$ cat src/rtl/axil_pkg.sv
// rtl/axil_pkg.sv - shared response codes, handshake FSM encodings and IRQ width
package axil_pkg;

  localparam logic [1:0] RESP_OKAY   = 2'b00;
  localparam logic [1:0] RESP_SLVERR = 2'b10;

  localparam logic [2:0] ST_INI = 3'd0;
  localparam logic [2:0] ST_AW  = 3'd1;
  localparam logic [2:0] ST_W   = 3'd2;
  localparam logic [2:0] ST_AWW = 3'd3;
  localparam logic [2:0] ST_AR1 = 3'd4;
  localparam logic [2:0] ST_AR2 = 3'd5;

  localparam int IRQ_W = 8;

endpackage

$ cat src/rtl/axil_slave_fsm.sv
// rtl/axil_slave_fsm.sv - AXI4-Lite slave handshake FSM with address/data latching
// and single-shot write commit / read capture strobes
module axil_slave_fsm
  import axil_pkg::*;
#(
  parameter int ADDR_W = 12
) (
  input  logic              clk,
  input  logic              rst,
  input  logic [ADDR_W-1:0] S_AXI_AWADDR,
  input  logic              S_AXI_AWVALID,
  output logic              S_AXI_AWREADY,
  input  logic [31:0]       S_AXI_WDATA,
  input  logic [3:0]        S_AXI_WSTRB,
  input  logic              S_AXI_WVALID,
  output logic              S_AXI_WREADY,
  output logic              S_AXI_BVALID,
  input  logic              S_AXI_BREADY,
  input  logic [ADDR_W-1:0] S_AXI_ARADDR,
  input  logic              S_AXI_ARVALID,
  output logic              S_AXI_ARREADY,
  output logic              S_AXI_RVALID,
  input  logic              S_AXI_RREADY,
  output logic [ADDR_W-1:0] wr_addr,
  output logic [31:0]       wr_data,
  output logic [3:0]        wr_strb,
  output logic              wr_commit,
  output logic [ADDR_W-1:0] rd_addr,
  output logic              rd_capture
);

  logic [2:0] state;
  logic       committed;

  assign S_AXI_AWREADY = (state == ST_INI) || (state == ST_W);
  assign S_AXI_WREADY  = (state == ST_INI) || (state == ST_AW);
  assign S_AXI_ARREADY = (state == ST_INI);
  assign S_AXI_BVALID  = (state == ST_AWW);
  assign S_AXI_RVALID  = (state == ST_AR2);

  // committed is set from the second AWW cycle on, so a stalled BREADY never re-commits
  assign wr_commit  = (state == ST_AWW) && !committed;
  assign rd_capture = (state == ST_AR1);

  always_ff @(posedge clk) begin
    if (rst) begin
      state     <= ST_INI;
      committed <= 1'b0;
      wr_addr   <= '0;
      wr_data   <= '0;
      wr_strb   <= '0;
      rd_addr   <= '0;
    end else begin
      committed <= (state == ST_AWW);
      case (state)
        ST_INI: begin
          if (S_AXI_AWVALID && S_AXI_WVALID) begin
            wr_addr <= S_AXI_AWADDR;
            wr_data <= S_AXI_WDATA;
            wr_strb <= S_AXI_WSTRB;
            state   <= ST_AWW;
          end else if (S_AXI_AWVALID) begin
            wr_addr <= S_AXI_AWADDR;
            state   <= ST_AW;
          end else if (S_AXI_WVALID) begin
            wr_data <= S_AXI_WDATA;
            wr_strb <= S_AXI_WSTRB;
            state   <= ST_W;
          end else if (S_AXI_ARVALID) begin
            rd_addr <= S_AXI_ARADDR;
            state   <= ST_AR1;
          end
        end
        ST_AW: begin
          if (S_AXI_WVALID) begin
            wr_data <= S_AXI_WDATA;
            wr_strb <= S_AXI_WSTRB;
            state   <= ST_AWW;
          end
        end
        ST_W: begin
          if (S_AXI_AWVALID) begin
            wr_addr <= S_AXI_AWADDR;
            state   <= ST_AWW;
          end
        end
        ST_AWW:  if (S_AXI_BREADY) state <= ST_INI;
        ST_AR1:  state <= ST_AR2;
        ST_AR2:  if (S_AXI_RREADY) state <= ST_INI;
        default: state <= ST_INI;
      endcase
    end
  end

endmodule

$ cat src/rtl/axil_reg_bank.sv
// rtl/axil_reg_bank.sv - AXI4-Lite control/status register bank; define
// AXIL_REG_BANK_IRQ_EN to add the ISR (W1C) / IER interrupt registers
module axil_reg_bank
  import axil_pkg::*;
#(
  parameter int                 NREG     = 4,
  parameter int                 NSTAT    = 4,
  parameter int                 ADDR_W   = 12,
  parameter logic [NREG*32-1:0] CTRL_RST = '0
) (
  input  logic                clk,
  input  logic                rst,
  input  logic [ADDR_W-1:0]   S_AXI_AWADDR,
  input  logic                S_AXI_AWVALID,
  output logic                S_AXI_AWREADY,
  input  logic [31:0]         S_AXI_WDATA,
  input  logic [3:0]          S_AXI_WSTRB,
  input  logic                S_AXI_WVALID,
  output logic                S_AXI_WREADY,
  output logic [1:0]          S_AXI_BRESP,
  output logic                S_AXI_BVALID,
  input  logic                S_AXI_BREADY,
  input  logic [ADDR_W-1:0]   S_AXI_ARADDR,
  input  logic                S_AXI_ARVALID,
  output logic                S_AXI_ARREADY,
  output logic [31:0]         S_AXI_RDATA,
  output logic [1:0]          S_AXI_RRESP,
  output logic                S_AXI_RVALID,
  input  logic                S_AXI_RREADY,
  output logic [NREG*32-1:0]  ctrl_q,
  output logic [NREG-1:0]     ctrl_we,
  input  logic [NSTAT*32-1:0] stat_d,
  input  logic [IRQ_W-1:0]    irq_src,
  output logic                irq
);

  logic [ADDR_W-1:0] wr_addr, rd_addr;
  logic [31:0]       wr_data;
  logic [3:0]        wr_strb;
  logic              wr_commit, rd_capture;
  logic [31:0]       widx, ridx;
  logic              wr_ok;
  logic [31:0]       rd_data_c;
  logic [1:0]        rd_resp_c;

  axil_slave_fsm #(.ADDR_W(ADDR_W)) u_fsm (
    .clk          (clk),
    .rst          (rst),
    .S_AXI_AWADDR (S_AXI_AWADDR),
    .S_AXI_AWVALID(S_AXI_AWVALID),
    .S_AXI_AWREADY(S_AXI_AWREADY),
    .S_AXI_WDATA  (S_AXI_WDATA),
    .S_AXI_WSTRB  (S_AXI_WSTRB),
    .S_AXI_WVALID (S_AXI_WVALID),
    .S_AXI_WREADY (S_AXI_WREADY),
    .S_AXI_BVALID (S_AXI_BVALID),
    .S_AXI_BREADY (S_AXI_BREADY),
    .S_AXI_ARADDR (S_AXI_ARADDR),
    .S_AXI_ARVALID(S_AXI_ARVALID),
    .S_AXI_ARREADY(S_AXI_ARREADY),
    .S_AXI_RVALID (S_AXI_RVALID),
    .S_AXI_RREADY (S_AXI_RREADY),
    .wr_addr      (wr_addr),
    .wr_data      (wr_data),
    .wr_strb      (wr_strb),
    .wr_commit    (wr_commit),
    .rd_addr      (rd_addr),
    .rd_capture   (rd_capture)
  );

  assign widx = 32'(wr_addr[ADDR_W-1:2]);
  assign ridx = 32'(rd_addr[ADDR_W-1:2]);

  wire unused_addr_lsb = ^{wr_addr[1:0], rd_addr[1:0]};

`ifdef AXIL_REG_BANK_IRQ_EN
  localparam logic [31:0] ISR_IDX = 32'(NREG + NSTAT);
  localparam logic [31:0] IER_IDX = 32'(NREG + NSTAT + 1);

  logic [IRQ_W-1:0] isr_q, ier_q, isr_clr;
  logic             irq_q;

  assign isr_clr = (wr_commit && widx == ISR_IDX && wr_strb[0]) ? wr_data[IRQ_W-1:0] : '0;

  // Sources are OR-ed in after the clear so a coincident set survives the W1C
  always_ff @(posedge clk) begin
    if (rst) begin
      isr_q <= '0;
      ier_q <= '0;
      irq_q <= 1'b0;
    end else begin
      isr_q <= (isr_q & ~isr_clr) | irq_src;
      if (wr_commit && widx == IER_IDX && wr_strb[0]) ier_q <= wr_data[IRQ_W-1:0];
      irq_q <= |(isr_q & ier_q);
    end
  end

  assign irq   = irq_q;
  assign wr_ok = (widx < 32'(NREG)) || (widx == ISR_IDX) || (widx == IER_IDX);
`else
  wire unused_irq_src = ^irq_src;

  assign irq   = 1'b0;
  assign wr_ok = (widx < 32'(NREG));
`endif

  // wr_addr only moves on a latch, so this decode is stable for the whole response
  assign S_AXI_BRESP = wr_ok ? RESP_OKAY : RESP_SLVERR;

  always_comb begin
    rd_data_c = '0;
    rd_resp_c = RESP_SLVERR;
    for (int i = 0; i < NREG; i++) begin
      if (ridx == 32'(i)) begin
        rd_data_c = ctrl_q[32*i +: 32];
        rd_resp_c = RESP_OKAY;
      end
    end
    for (int j = 0; j < NSTAT; j++) begin
      if (ridx == 32'(NREG + j)) begin
        rd_data_c = stat_d[32*j +: 32];
        rd_resp_c = RESP_OKAY;
      end
    end
`ifdef AXIL_REG_BANK_IRQ_EN
    if (ridx == ISR_IDX) begin
      rd_data_c = 32'(isr_q);
      rd_resp_c = RESP_OKAY;
    end
    if (ridx == IER_IDX) begin
      rd_data_c = 32'(ier_q);
      rd_resp_c = RESP_OKAY;
    end
`endif
  end

  always_ff @(posedge clk) begin
    if (rst) begin
      ctrl_q      <= CTRL_RST;
      ctrl_we     <= '0;
      S_AXI_RDATA <= '0;
      S_AXI_RRESP <= RESP_OKAY;
    end else begin
      ctrl_we <= '0;
      for (int i = 0; i < NREG; i++) begin
        if (wr_commit && widx == 32'(i)) begin
          ctrl_we[i] <= 1'b1;
          for (int b = 0; b < 4; b++) begin
            if (wr_strb[b]) ctrl_q[32*i + 8*b +: 8] <= wr_data[8*b +: 8];
          end
        end
      end
      if (rd_capture) begin
        S_AXI_RDATA <= rd_data_c;
        S_AXI_RRESP <= rd_resp_c;
      end
    end
  end

endmodule
$ cat config.mk
export PLATFORM = sky130hd
export DESIGN_NAME = axil_reg_bank
export DESIGN_NICKNAME = d
export VERILOG_FILES = /design/src/rtl/axil_pkg.sv /design/src/rtl/axil_slave_fsm.sv /design/src/rtl/axil_reg_bank.sv
export SDC_FILE = /design/constraint.sdc
export NUM_CORES = 1
export LEC_CHECK = 0
export BUFFER_PORTS_ARGS = -buffer_cell sky130_fd_sc_hd__buf_2
export CAP_MARGIN = 10
export CORE_UTILIZATION = 50
export DETAILED_ROUTE_END_ITERATION = 10
export GPL_ROUTABILITY_DRIVEN = 0
export PLACE_DENSITY_LB_ADDON = 0.25
export SETUP_SLACK_MARGIN = 0.02
export SLEW_MARGIN = 20
export SYNTH_ARGS = -nofsm -noshare
export SYNTH_HDL_FRONTEND = slang
export SYNTH_SLANG_ARGS = --single-unit
$ cat constraint.sdc
create_clock -name clk -period 2.8 [get_ports clk]
set_clock_uncertainty 0.1 [all_clocks]
set_input_delay 0.56 -clock clk [delete_from_list [all_inputs] [get_ports clk]]
set_output_delay 0.56 -clock clk [all_outputs]
set_load 0.02 [all_outputs]
-- After elaboration in Yosys (flattened, before gate mapping)
Index checks and enable logic that the tools add are counted.
Widths: inputs -> output; s select.
- muxes and demuxes: 41
- reduce and logical (&&, ||, !) cells: 33
- bitwise operators: 3
- order comparisons: 1
- equal/unequal tests: 21
- operator list (kind ; count):
    $mux 32 ; 11
    $logic_not 32->1 ; 2
    $pmux 32 s2 ; 1
    $eq 10x2->1 const B ; 4
    $eq 10x3->1 const B ; 4
    $reduce_and 2->1 ; 17
    $mux 12 ; 2
    $mux 3 ; 8
    $pmux 12 s2 ; 1
    $eq 10x1->1 const B ; 2
    $mux 2 ; 9
    $pmux 3 s6 ; 1
    $mux 4 ; 3
    $lt 10x3->1 const B ; 1
    $reduce_and 5->1 ; 2
    $pmux 4 s2 ; 1
    $eq 3x2->1 const B ; 2
    $eq 3x3->1 const B ; 2
    $logic_and 1x1->1 ; 6
    $ne 5x4->1 const B ; 1
    $mux 1 ; 4
    $ne 2x1->1 const B ; 2
    $ne 2x2->1 const B ; 2
    $reduce_bool 2->1 ; 2
    6 further kinds ; 9
- bits of input ports: 203
- register bits: 230
- logic and storage cells: 124

-- Longest topological paths before layout
- word-level depth: 9
- mapped depth: 7
- depth with buffers taken out: 4

-- Modules after synthesis
Synthesis repeated with hierarchy kept, for this count alone.
- cell total of the unflattened synthesis: 1261
- area, all modules: 11190.7 µm²
- modules (own cells, without submodules) (module ; cells each ; instances ; seq. area each (µm²) ; area an instance (µm²)):
    axil_reg_bank ; 979 ; 1 ; 3303.2 ; 8672.1
    axil_slave_fsm ; 282 ; 1 ; 1281.2 ; 2518.7

-- Worst setup path before layout
Ideal clock, no wire load.
- kind: register to register
- from: register u_fsm.wr_addr[11]
- to: register ctrl_q[100]
- cell stages (with the launch flop): 7
- library setup time: 0.128 ns
- buffers on the path: 2
- arrival time: 1.852 ns
- slack: 0.720 ns
- path through: dfxtp_1 or4_4 buf_6 or4_1 buf_2 mux2i_1 nor2_1
- word-level cells in the longest chain between the ends: 3
- RTL lines (element ; line ; RTL):
    from (decl) ; axil_slave_fsm.sv:24 ; output logic [ADDR_W-1:0] wr_addr,
    from (signal assigned) ; axil_slave_fsm.sv:49 ; wr_addr <= '0;
    from (signal assigned) ; axil_slave_fsm.sv:58 ; wr_addr <= S_AXI_AWADDR;
    from (signal assigned) ; axil_slave_fsm.sv:63 ; wr_addr <= S_AXI_AWADDR;
    $eq 10x2->1 ; axil_reg_bank.sv:146 ; if (wr_commit && widx == 32'(i)) begin
    $logic_and 1x1->1 ; axil_reg_bank.sv:146 ;
    $reduce_and 2->1 (no line) ; -- ;
    to (signal, indexed assignment) ; axil_reg_bank.sv:149 ; if (wr_strb[b]) ctrl_q[32*i + 8*b +: 8] <= wr_data[8*b +: 8];
    to (decl) ; axil_reg_bank.sv:30 ; output logic [NREG*32-1:0] ctrl_q,
No other way between the ends.
A chain may end at the register's enable or synchronous reset.

-- Final worst setup path
- from: register u_fsm.wr_addr[7]
- to: register ctrl_q[116]
The elaborated chain is that of the path after synthesis.

==> flow_summary.json <==
{
  "vias": 10381,
  "fin_cells": 1797,
  "p_int_mw": 5.99,
  "yosysWarnings": 0,
  "grt_pass1_vias": 9430,
  "critical_path_class": "flop to flop",
  "clockBufferDepth": 3,
  "clock_sinks": 225,
  "critPathArrivalTime_ns": 2.84,
  "setup_tns_ns": 0,
  "cts_made_buffers": 24,
  "drtPass1Iterations": 6,
  "total_power_mw": 8.61,
  "drtIter0Drc": 897,
  "avgSynthCellArea_sq_um": 8.82,
  "hold_viol": 0,
  "fmax_mhz": 393,
  "clk_pin_slew_ns": 0.06,
  "power_density_mw_per_mm2": 648,
  "ir_drop_mv": 0.389,
  "synth.ff_latch_count": 225,
  "period_needed_ns": 2.54,
  "fill_cells": 1737,
  "synth_top_area_share_pct": 43.7,
  "synth.largest_area_cell": "dfxtp_1",
  "seq_area_frac_synth_pct": 43.7,
  "io_buffers": 361,
  "switchingPower_mw": 2.62,
  "routedWlPerCell_um": 20.6,
  "routed_wl_mm": 37.0,
  "core_area_sq_mm": 0.0202,
  "min_period_over_period_pct": 90.8,
  "cap_viol_max_count": 0,
  "root_buffer": "clkbuf_16",
  "drive_above_1_share_pct": 30.7,
  "fp-row-count": 52,
  "dp_cells": 1743,
  "cp_cell_sequence": "or4_1 -> or4_1 -> mux2i_1 -> nor2_1",
  "slowest_delay_ns": 0.89,
  "hpwl_mm": 27.0,
  "clk_latency_ns": 0.52,
  "cts.htree.levels": 1,
  "final-setup-viol-count": 0,
  "status": "complete, no violations",
  "ios": 377,
  "p_leak_nw": 6.40,
  "slew_headroom_pct": 45.8,
  "antenna_found_initial": 11,
  "start_kind": "flop",
  "p_comb_share_pct": 20.1,
  "cts_hold_buf": 0,
  "switching_share_pct": 30.4,
  "path_max_fanout": 8,
  "ant_nets": 0,
  "cts_tree": "yes",
  "vias_per_cell": 5.78,
  "cpMaxStageDelayCell": "or4_1",
  "yosysUniqueCellTypes": 50,
  "ys_top_cells_by_area": "dfxtp_1 (44%), mux2i_1 (18%), nor2_1 (7.4%), nand2_1 (4.9%), clkbuf_1 (2.7%)",
  "ctsResizeCount": 0,
  "die_height_um": 146,
  "worstMarginPinSlew_ns": 0.810,
  "post_cts_buffers": 0,
  "seqPwrFrac_pct": 42.2,
  "layout.nets": 1702,
  "rsz0062_at_grt": "no",
  "required_ns": 3.10,
  "area_growth_pct": 29.0,
  "synth_area_sq_mm": 0.0103,
  "grt_max_degree": 70,
  "drc": 0,
  "clock_power_share_pct": 37.7,
  "grt_overflow": 0,
  "dieArea_sq_mm": 0.0212,
  "maxSlewViolCount": 0,
  "start_util_pct": 50.9,
  "hold_slack_ns": 0.176,
  "hold_class": "primary input to flop",
  "grt_pass1_wl_mm": 55.1,
  "die_x_um": 146,
  "track_usage_pct": 33.6,
  "crit_top_cell": "or4_1",
  "crit_path_end_kind": "flop",
  "postSynthCellCount": 1168
}
[per-stage QoR]
stage,instance area [sq um],utilization [%],setup WS (ns)
after global routing,13300,65.6,0.174
after detailed placement,12400,61.5,0.284
after CTS,13300,65.5,0.280
after floorplan,10300,-,0.720
after global placement,12400,61.5,0.322
final,13300,65.7,0.258
[power by group through the flow]
| stage | clock network (mW) | logic [mW] | registers (mW) |
|---|---|---|---|
| 6_report | 3.25 | 1.73 | 3.63 |
| 5_1_grt | 3.39 | 1.86 | 3.66 |
| 4_1_cts | 3.26 | 1.71 | 3.62 |
| 3_5_place_dp | 0 | 1.71 | 3.69 |
| 3_3_place_gp | 0 | 1.68 | 3.68 |
| 2_1_floorplan | 0 | 0.995 | 3.74 |
[cell usage in the layout (no fill, tap or decap), drive strengths merged, types with 3 or more instances in the layout]
cell	count
o22ai	29
a221oi	21
nand2	135
nand3	30
conb	3
a22oi	18
nand4	10
nand3b	3
a22o	29
a31oi	12
nor2	204
diode	11
a21boi	6
and2	3
nor3b	5
o21bai	12
a211oi	13
a2111oi	7
a32oi	4
buf	405
a21oi	53
and3b	7
or4	7
dfxtp	225
mux2i	181
a311oi	8
nor4	9
clkbuf	39
mux2	3
inv	4
nor3	6
[synthesized netlist by cell type, drive strengths merged]
cell type / n
a221oi: 21
nand4: 10
nor3b: 5
o221ai: 2
nand3: 30
a32o: 2
mux2i: 181
nand3b: 3
or4bb: 1
a31oi: 12
o21a: 2
nor2: 204
o21ai: 2
a21oi: 53
dfxtp: 225
a32oi: 4
clkbuf: 74
o22ai: 29
a22o: 29
a211oi: 13
buf: 28
nor4b: 2
or3b: 1
nand2b: 2
and3b: 7
or3: 2
nand2: 135
nor4bb: 1
o21bai: 12
o211ai: 2
or4: 7
nor2b: 1
and3: 1
mux2: 3
and2: 3
nor4: 9
a2111oi: 7
inv: 4
a21boi: 6
nor3: 6
a311oi: 8
a22oi: 18
conb: 1
[final cells by class]
class                      count  area [sq um]  share of cell area [%]
multi-input combinational    839          5400                    40.6
sequential                   225          4510                    33.9
timing repair buffer         405          2180                    16.4
clock buffer                  39           768                    5.78
tap                          270           338                    2.54
clock inverter                 4          47.5                   0.358
antenna                       11          27.5                   0.207
inverter                       4          15.0                   0.113
[per-layer routing]
metal / GRT usage, % / vias to the layer above / routed length [um]
met1: 46.6 / 4880 / 15800
li1: - / 4837 / -
met2: 49.4 / 568 / 15900
met4: 13.6 / 2 / 1390
met3: 8.78 / 94 / 3880
met5: 0 / - / 13
[cells by family after synthesis]
kind of cell / Yosys count / synth area share (%)
multiplexers: 184 / 17.9
AO/OA/AOI/OAI: 222 / 15.3
flip-flops: 225 / 43.7
other: 1 / 0.0364
buffers and inverters: 106 / 4.30
AND/OR/NAND/NOR: 430 / 18.7
[registers in the layout, indices dropped and copies added, names as in the netlist, 3 cells and up, named ones only]
register,flops
S_AXI_RDATA,32
u_fsm.rd_addr,10
u_fsm.wr_data,16
ctrl_we,4
ctrl_q,128
u_fsm.wr_addr,10
u_fsm.state,3
[final timing paths]
kind,from,to,slack (ns),cells after the start
worst max register to register,u_fsm.wr_addr[7]$_SDFFE_PP0P_,ctrl_q[116]$_SDFFE_PP0P_,0.26,4
worst min register to register,S_AXI_RDATA[30]$_SDFFE_PP0P_,S_AXI_RDATA[30]$_SDFFE_PP0P_,0.35,2
worst min-delay path,S_AXI_WDATA[20],u_fsm.wr_data[20]$_SDFFE_PP0P_,0.18,3
worst max-delay path,u_fsm.wr_addr[7]$_SDFFE_PP0P_,ctrl_q[116]$_SDFFE_PP0P_,0.26,4
[worst max-delay path: cells and delay by family (launching register included)]
family	cells	cell delay, ns
AND/OR/NAND/NOR	3	1.72
flip-flops	1	0.33
multiplexers	1	0.27
Note: power is estimated with default switching activity, not from simulation.
